[config.mk]
export PLATFORM = sky130hd
export DESIGN_NAME = bch_decoder_flat
export DESIGN_NICKNAME = d
export VERILOG_FILES = /design/src/rtl/bch_decoder_if.sv /design/src/rtl/bch_decoder.sv /design/src/flat_wrapper.sv
export SDC_FILE = /design/constraint.sdc
export NUM_CORES = 1
export LEC_CHECK = 0
export CAP_MARGIN = 20
export CELL_PAD_IN_SITES_DETAIL_PLACEMENT = 0
export CELL_PAD_IN_SITES_GLOBAL_PLACEMENT = 1
export CORE_AREA = 2 2 100 102
export CTS_BUF_LIST = sky130_fd_sc_hd__clkbuf_2
export CTS_CLUSTER_DIAMETER = 60
export DETAILED_ROUTE_END_ITERATION = 10
export DIE_AREA = 0 0 102 104
export PLACE_DENSITY = 0.73
export SLEW_MARGIN = 40
export SYNTH_ARGS = -nofsm -noshare
export SYNTH_HDL_FRONTEND = slang
export SYNTH_SLANG_ARGS = --single-unit
[constraint.sdc]
create_clock -name clk -period 2.2 [get_ports clk]
set_input_delay 0.44 -clock clk [delete_from_list [all_inputs] [get_ports clk]]
set_output_delay 0.44 -clock clk [all_outputs]
set_load 0.005 [all_outputs]
[src/rtl/bch_decoder_if.sv]
// bch_decoder_if: handshake bundle for the serial BCH decoder.
//   in_valid/in_ready/in_codeword  : received-word channel (producer -> decoder)
//   out_valid/out_ready            : result channel (decoder -> consumer)
//   out_message                    : decoded message
//   out_corrected/out_uncorrectable: status flags
//   out_err_pos                    : corrected bit index (0 when nothing corrected)
// Modport slave is the decoder side; master is the producer/consumer side.
interface bch_decoder_if #(
    parameter int MSG_W = 8,
    parameter int CW_W  = 14
);
    logic                      in_valid;
    logic                      in_ready;
    logic [CW_W-1:0]           in_codeword;
    logic                      out_valid;
    logic                      out_ready;
    logic [MSG_W-1:0]          out_message;
    logic                      out_corrected;
    logic                      out_uncorrectable;
    logic [$clog2(CW_W)-1:0]   out_err_pos;

    modport slave (
        input  in_valid, in_codeword, out_ready,
        output in_ready, out_valid, out_message, out_corrected,
               out_uncorrectable, out_err_pos
    );

    modport master (
        output in_valid, in_codeword, out_ready,
        input  in_ready, out_valid, out_message, out_corrected,
               out_uncorrectable, out_err_pos
    );
endinterface

[src/rtl/bch_decoder.sv]
// bch_decoder: serial single-error-correcting decoder for the cyclic code
// generated by g(x) = x^5 + x^2 + 1 (codeword = m(x)*g(x), carry-less).
// Ports:
//   clk : rising-edge clock
//   rst : asynchronous active-low reset
//   bus : bch_decoder_if.slave (input word channel, result channel, flags)
// The word is divided by g one bit per cycle. A nonzero syndrome is matched
// against x^j mod g for j = 0..CW_W-1; on a hit bit j is flipped and the word
// is divided again to obtain the corrected message.
module bch_decoder #(
    parameter int         MSG_W = 8,
    parameter logic [5:0] GEN   = 6'b100101,
    parameter int         CW_W  = 14
) (
    input logic         clk,
    input logic         rst,
    bch_decoder_if.slave bus
);
    localparam int R     = 5;
    localparam int CNT_W = $clog2(CW_W);
    localparam logic [CNT_W-1:0] LAST = CNT_W'(CW_W - 1);

    typedef enum logic [2:0] {IDLE, DIVIDE, CHECK, SEARCH, DONE} state_t;

    state_t            state, state_nxt;
    logic [CW_W-1:0]   word;
    logic [R-1:0]      rem;
    logic [MSG_W:0]    quot;
    logic [CNT_W-1:0]  cnt;
    logic              pass;
    logic [R-1:0]      synd;
    logic [MSG_W-1:0]  quot_first;
    logic [R-1:0]      p;
    logic [CNT_W-1:0]  j;
    logic [CNT_W-1:0]  err_pos;

    logic [MSG_W-1:0]  out_msg_q;
    logic              out_corr_q;
    logic              out_unc_q;
    logic [CNT_W-1:0]  out_pos_q;

    logic accept;
    logic fb;

    // in_ready is gated by rst so it reads 0 for the whole reset pulse.
    assign bus.in_ready          = (state == IDLE) && rst;
    assign bus.out_valid         = (state == DONE);
    assign bus.out_message       = out_msg_q;
    assign bus.out_corrected     = out_corr_q;
    assign bus.out_uncorrectable = out_unc_q;
    assign bus.out_err_pos       = out_pos_q;

    assign accept = bus.in_valid && bus.in_ready;
    assign fb     = rem[R-1];

    always_ff @(posedge clk or negedge rst) begin
        if (!rst) state <= IDLE;
        else      state <= state_nxt;
    end

    always_comb begin
        state_nxt = state;
        unique case (state)
            IDLE:   if (accept) state_nxt = DIVIDE;
            DIVIDE: if (cnt == '0) state_nxt = CHECK;
            CHECK:  state_nxt = (rem == '0 || pass) ? DONE : SEARCH;
            SEARCH: begin
                if (p == synd)     state_nxt = DIVIDE;
                else if (j == LAST) state_nxt = DONE;
            end
            DONE:   if (bus.out_ready) state_nxt = IDLE;
            default: state_nxt = IDLE;
        endcase
    end

    always_ff @(posedge clk or negedge rst) begin
        if (!rst) begin
            word       <= '0;
            rem        <= '0;
            quot       <= '0;
            cnt        <= '0;
            pass       <= 1'b0;
            synd       <= '0;
            quot_first <= '0;
            p          <= '0;
            j          <= '0;
            err_pos    <= '0;
            out_msg_q  <= '0;
            out_corr_q <= 1'b0;
            out_unc_q  <= 1'b0;
            out_pos_q  <= '0;
        end else begin
            unique case (state)
                IDLE: begin
                    if (accept) begin
                        word <= bus.in_codeword;
                        rem  <= '0;
                        quot <= '0;
                        cnt  <= LAST;
                        pass <= 1'b0;
                    end
                end
                DIVIDE: begin
                    rem  <= {rem[R-2:0], word[cnt]} ^ (fb ? GEN[R-1:0] : '0);
                    quot <= {quot[MSG_W-1:0], fb};
                    if (cnt != '0) cnt <= cnt - 1'b1;
                end
                CHECK: begin
                    if (rem == '0 || pass) begin
                        out_msg_q  <= quot[MSG_W-1:0];
                        out_unc_q  <= quot[MSG_W];
                        out_corr_q <= pass;
                        out_pos_q  <= pass ? err_pos : '0;
                    end else begin
                        synd       <= rem;
                        quot_first <= quot[MSG_W-1:0];
                        p          <= R'(1);
                        j          <= '0;
                    end
                end
                SEARCH: begin
                    if (p == synd) begin
                        word[j] <= ~word[j];
                        err_pos <= j;
                        pass    <= 1'b1;
                        rem     <= '0;
                        quot    <= '0;
                        cnt     <= LAST;
                    end else if (j == LAST) begin
                        // Syndrome is not any single-bit pattern: report raw quotient.
                        out_msg_q  <= quot_first;
                        out_unc_q  <= 1'b1;
                        out_corr_q <= 1'b0;
                        out_pos_q  <= '0;
                    end else begin
                        p <= p[R-1] ? ({p[R-2:0], 1'b0} ^ GEN[R-1:0]) : {p[R-2:0], 1'b0};
                        j <= j + 1'b1;
                    end
                end
                DONE: ;
                default: ;
            endcase
        end
    end
endmodule

[src/flat_wrapper.sv]
// flat-port wrapper written by rule: the top's interface ports become plain ports
module bch_decoder_flat 
#(
    parameter int         MSG_W = 8,
    parameter logic [5:0] GEN   = 6'b100101,
    parameter int         CW_W  = 14
)
  (clk, rst, bus_in_valid, bus_in_codeword, bus_out_ready, bus_in_ready, bus_out_valid, bus_out_message, bus_out_corrected, bus_out_uncorrectable, bus_out_err_pos);
  bch_decoder_if #(.MSG_W(MSG_W), .CW_W(CW_W)) bus_i ();
  input logic clk;
  input logic rst;
  input wire logic [$bits(bus_i.in_valid)-1:0] bus_in_valid;
  input wire logic [$bits(bus_i.in_codeword)-1:0] bus_in_codeword;
  input wire logic [$bits(bus_i.out_ready)-1:0] bus_out_ready;
  output wire logic [$bits(bus_i.in_ready)-1:0] bus_in_ready;
  output wire logic [$bits(bus_i.out_valid)-1:0] bus_out_valid;
  output wire logic [$bits(bus_i.out_message)-1:0] bus_out_message;
  output wire logic [$bits(bus_i.out_corrected)-1:0] bus_out_corrected;
  output wire logic [$bits(bus_i.out_uncorrectable)-1:0] bus_out_uncorrectable;
  output wire logic [$bits(bus_i.out_err_pos)-1:0] bus_out_err_pos;
  assign bus_i.in_valid = bus_in_valid;
  assign bus_i.in_codeword = bus_in_codeword;
  assign bus_i.out_ready = bus_out_ready;
  assign bus_in_ready = bus_i.in_ready;
  assign bus_out_valid = bus_i.out_valid;
  assign bus_out_message = bus_i.out_message;
  assign bus_out_corrected = bus_i.out_corrected;
  assign bus_out_uncorrectable = bus_i.out_uncorrectable;
  assign bus_out_err_pos = bus_i.out_err_pos;
  bch_decoder #(.MSG_W(MSG_W), .GEN(GEN), .CW_W(CW_W)) u_core (.clk(clk), .rst(rst), .bus(bus_i));
endmodule
After elaboration in Yosys (flattened, before gate mapping)
Cells that the tools add are included.

cells by class
  $add $sub $neg = 2
  order comparisons = 3
  eq/ne operators = 17
  mux-type cells = 57
  bitwise operators = 4
  reductions and logical operators = 19

operators with widths
  kind                                                                   count
  4-bit two-way mux                                                      10
  14-bit two-way mux                                                     2
  14-bit one-hot mux with 2 select lines                                 1
  9-bit one-hot mux with 3 select lines                                  1
  5-bit two-way mux                                                      5
  3-bit two-way mux                                                      8
  8-bit two-way mux                                                      3
  9-bit two-way mux                                                      2
  4-bit one-hot mux with 2 select lines                                  2
  8-bit one-hot mux with 2 select lines                                  1
  4-bit AND reduction                                                    4
  3-bit one-hot mux with 5 select lines                                  1
  5-bit one-hot mux with 3 select lines                                  1
  14-bit bitwise mux                                                     1
  2-bit by 1-bit != test with 1-bit output, second input constant        6
  4-bit one-hot mux with 3 select lines                                  1
  1-bit two-way mux                                                      11
  4-bit by 5-bit < comparator with 1-bit output, second input constant   2
  5-bit one-hot mux with 2 select lines                                  1
  1-bit binary-select mux with 4-bit select                              2
  2-bit != test, second input constant                                   4
  3-bit by 2-bit equality test with 1-bit output, second input constant  2
  1-bit one-hot mux with 2 select lines                                  3
  3-bit AND reduction                                                    2
  21 further kinds                                                       26

storage, ports and cells
  flip-flop bits (word level) = 76
  input port bits = 18
  output and inout port bits = 16
  logic and storage cells = 117

Logic depth before layout (Yosys ltp)
  depth in word-level cells = 7
  gate-level depth with buffers = 9
  depth with buffers taken out = 7

Worst setup path after synthesis
Ideal clock, no wire load.

  path type = register -> register
  from = reg u_core.j[1]
  to = reg u_core.out_msg_q[6], in the netlist u_core.bus.out_message[6]
  setup time = 125 ps
  arrival time = 1983 ps
  data required time = 2075 ps
  slack = 93 ps
  stages on the path, launching flop included = 10
  path buffers = 2
  clock period less this slack = 2107 ps
  path through = dfrtp_1 -> clkbuf_1 -> inv_1 -> ha_1 -> and3_1 -> nand2_1 -> a21oi_2 -> o21ai_4 -> buf_4 -> mux2_2

on the way
  longest elaborated chain between the ends = 3

ends and longest elaborated chain
  item                                                RTL line            text
  start, declared                                     bch_decoder.sv:34   logic [CNT_W-1:0] j;
  start signal, assigned                              bch_decoder.sv:137  j <= j + 1'b1;
  4-bit equality test                                 bch_decoder.sv:129  end else if (j == LAST) begin
  2-bit by 1-bit != test with 1-bit output (no line)  -
  4-bit AND reduction (no line)                       -
  end signal, assigned                                bch_decoder.sv:110  out_msg_q <= quot[MSG_W-1:0];
  end signal, assigned                                bch_decoder.sv:131  out_msg_q <= quot_first;
  end, declared                                       bch_decoder.sv:37   logic [MSG_W-1:0] out_msg_q;

Every way passes these cells.
A chain may end at the register's enable or synchronous reset.

Worst setup path in the final report
  from = reg u_core.state[0]
  to = out bus_in_ready

on the way
  longest elaborated chain between the ends = 2

ends and longest elaborated chain
  item                    RTL line            text
  start, declared         bch_decoder.sv:25   state_t state, state_nxt;
  start signal, assigned  bch_decoder.sv:58   else state <= state_nxt;
  3-bit logical NOT       bch_decoder.sv:46   assign bus.in_ready = (state == IDLE) && rst;
  1-bit logical AND       bch_decoder.sv:46
  end, declared           flat_wrapper.sv:15  output wire logic [$bits(bus_i.in_ready)-1:0] bus_in_ready;

Every way passes these cells.

==> metrics.txt <==
outcome=complete, no violations; gr ovfl total=0; adder-cell share of the synthesized area=0.0158; commonest cells in the netlist=dfrtp_1, nand2_1, o21ai_0, mux2_2; CTS tree=done; antenna violations before repair=0; CTS max path bufs=2; most common cell in the synthesized netlist=dfrtp_1; CTS Buf Count=9; Antenna Cells=0; Final Instance Area=4730 um2; IR drop worst, VDD=536 uV; number of flops mapped to enable cells by yosys=0; area grow syn2layout=19.3%; CP max stage delay=440 ps; CP Capture Type=output port; reg2reg setup slack=190 ps; Vias/cell=around 5.4; syn avg cell area=10.4 um2; Routed Antenna Nets=0; post-synthesis async set-or-reset flop share=1.00; final std cells w/o fill=569; Final Max Tran Viols=0; Post-Synth Simple-Gate Area=0.144; unrepaired setup endpoints after global routing=no; Clock Latency Late Sink=520 ps; area of the core=9550 um2; Max FO, Critical Path=2; Hold Path Class=input port to async pin; Port Buffers=33; aggregate routed wire length=9.28 mm; Ports=34; first drt pass iteration count=5; GPL Wtd Cong=0.820; final setup TNS=0 ps; final hold viol count=0; Worst EP required=1760 ps; delay-heaviest family, CP=flip-flops; DPL Wire Length=6.59 mm; critical path arrival=around 1600 ps; crit start category=register; final setup violation count=0; first-pass GRT wire length=15.6 mm; overall global routing resource usage=0.188; drt drc=0; crit path max-delay cell type=dfrtp_1; mux cell area share after synthesis=0.122; clock slew at reported path FFs=230 ps; Worst-Margin Slew=547 ps; post-synth top area share=0.479; period utilization=0.942; Synthesis Warnings=0; FF+latch count, synth=76; RR Endpoint=u_core.word[7]$_DFFE_PN0P_; Setup Skew=32.5 ps; largest net degree at the start of global routing=43; vias in the first global route=3022; Reg2Reg Depth=9; CP Cell Sequence=buf_4 -> nor4b_2 -> dlygate4sd2_1; Core Rows=36; cell count after synthesis=382; Crit path buffers/inverters=2; largest family of logic cells by synthesized area=compound AO/OA/AOI/OAI gates; total number of vias=roughly 3k; Cell Pwr Density=931 nW/um2; Worst Setup Slack, final=128 ps; Seq/Total Area, Yosys=0.479; Clock Root Buffer=clkbuf_2; dpl cells=546; worst reg2reg startpoint=u_core.state[1]$_DFFE_PN0P_; Synth Net Count=between 400 and 500; Total Die Area=10600 um2; Post-DP Area=4520 um2; Setup crit start=u_core.state[0]$_DFFE_PN0P_; Synth Flop Type=dfrtp_1; dpl ws=between 100 and 150 ps; Initial Utilization=0.415; 1st-iter DRT viols=~190; Chip Height=104 um; Yosys top cell by area=dfrtp_1; H-tree depth=3; dominant cells by area after synthesis=dfrtp_1, mux2_2, nand2_1, o21ai_0, a22o_1; relative slew slack=0.635; die width=around 100 um; post-synthesis cell type count=roughly 60; share of layout cells above drive strength 1=0.216; post-synthesis xor/xnor area fraction=0.0199; kind of critical path=register to output port; CP Depth=3; MaxCap Viol Count=0; Layout Nets=454; Post-Syn Area=3970 um2; fmax=roughly 480 MHz; DR WL/cell=approximately 16 um; compound-gate portion of the synthesized area=0.171; Leakage=roughly 0.0022 uW; Tmin final=just over 2000 ps; Sink Count=76
metrics by stage:
step | utilization | total power, uW | hold WS, ps
after floorplan | - | 2990 | 144
after global placement | 0.473 | 3460 | 252
after detailed placement | 0.473 | 3480 | 251
after CTS | 0.495 | 4430 | 194
after global routing | 0.496 | 4720 | 198
final | 0.496 | 4410 | 235
layout make-up:
class | count | area (um2)
multi-input cells | 266 | 1900
well taps | 133 | 166
inverters | 12 | 45.0
clock buffers | 9 | 45.0
fillers | 952 | 4810
flip-flops and latches | 76 | 1900
clock inverters | 7 | 97.6
repair buffers | 66 | 572
where the power goes:
group	total, uW	switching, uW	internal, uW
sequential	1990	306	1680
clock	912	530	383
combinational	1510	775	731
kinds of logic after synthesis:
| family | Yosys count |
|---|---|
| compound gates | 98 |
| xor+xnor | 9 |
| fa+ha+maj | 5 |
| buf+inv | 40 |
| flops | 76 |
| mux | 42 |
| simple gates | 112 |
state kept, by name (all words and copies together), names as in the netlist:
register	flops
u_core.bus.out_corrected	1
u_core.bus.out_err_pos	4
u_core.bus.out_message	8
u_core.bus.out_uncorrectable	1
u_core.cnt	4
u_core.err_pos	4
u_core.j	4
u_core.p	5
u_core.pass	1
u_core.quot	9
u_core.quot_first	8
u_core.rem	5
u_core.state	3
u_core.synd	5
u_core.word	14
worst max path at each step:
stage	endpoint
6_report	bus_in_ready
5_1_grt	bus_in_ready
4_1_cts	bus_out_valid
3_5_place_dp	u_core.word[2]$_DFFE_PN0P_
3_3_place_gp	u_core.word[12]$_DFFE_PN0P_
2_1_floorplan	u_core.bus.out_message[6]$_DFFE_PN0P_
timing repair:
action / 4_1_cts / 5_1_grt
setup endpoints to repair: 2 / 2
hold endpoints to repair: 34 / 0
setup buffers: 5 / 1
pin swaps: 0 / 0
hold buffers: 1 / 0
resized for setup: 8 / 2
metal layers:
layer  track usage  vias up  wire [um]
li1              -     1465          -
met1         0.286     1521       4580
met2         0.269       55       4280
met3        0.0309       10        313
met4        0.0667        0        112
met5             0        -          0
cells in the final DEF (no fill, tap or decap), types with 8 or more instances in the layout:
cell type         n
a21oi_1          17
a22o_1           17
and2_1            9
buf_4            33
clkbuf_2         10
clkdlybuf4s50_1  30
dfrtp_1          74
inv_1            12
mux2_2           25
mux2i_1          13
nand2_1          43
nor2_1           17
o21ai_0          30
xor2_1            8
Note: power is estimated with default switching activity, not from simulation.
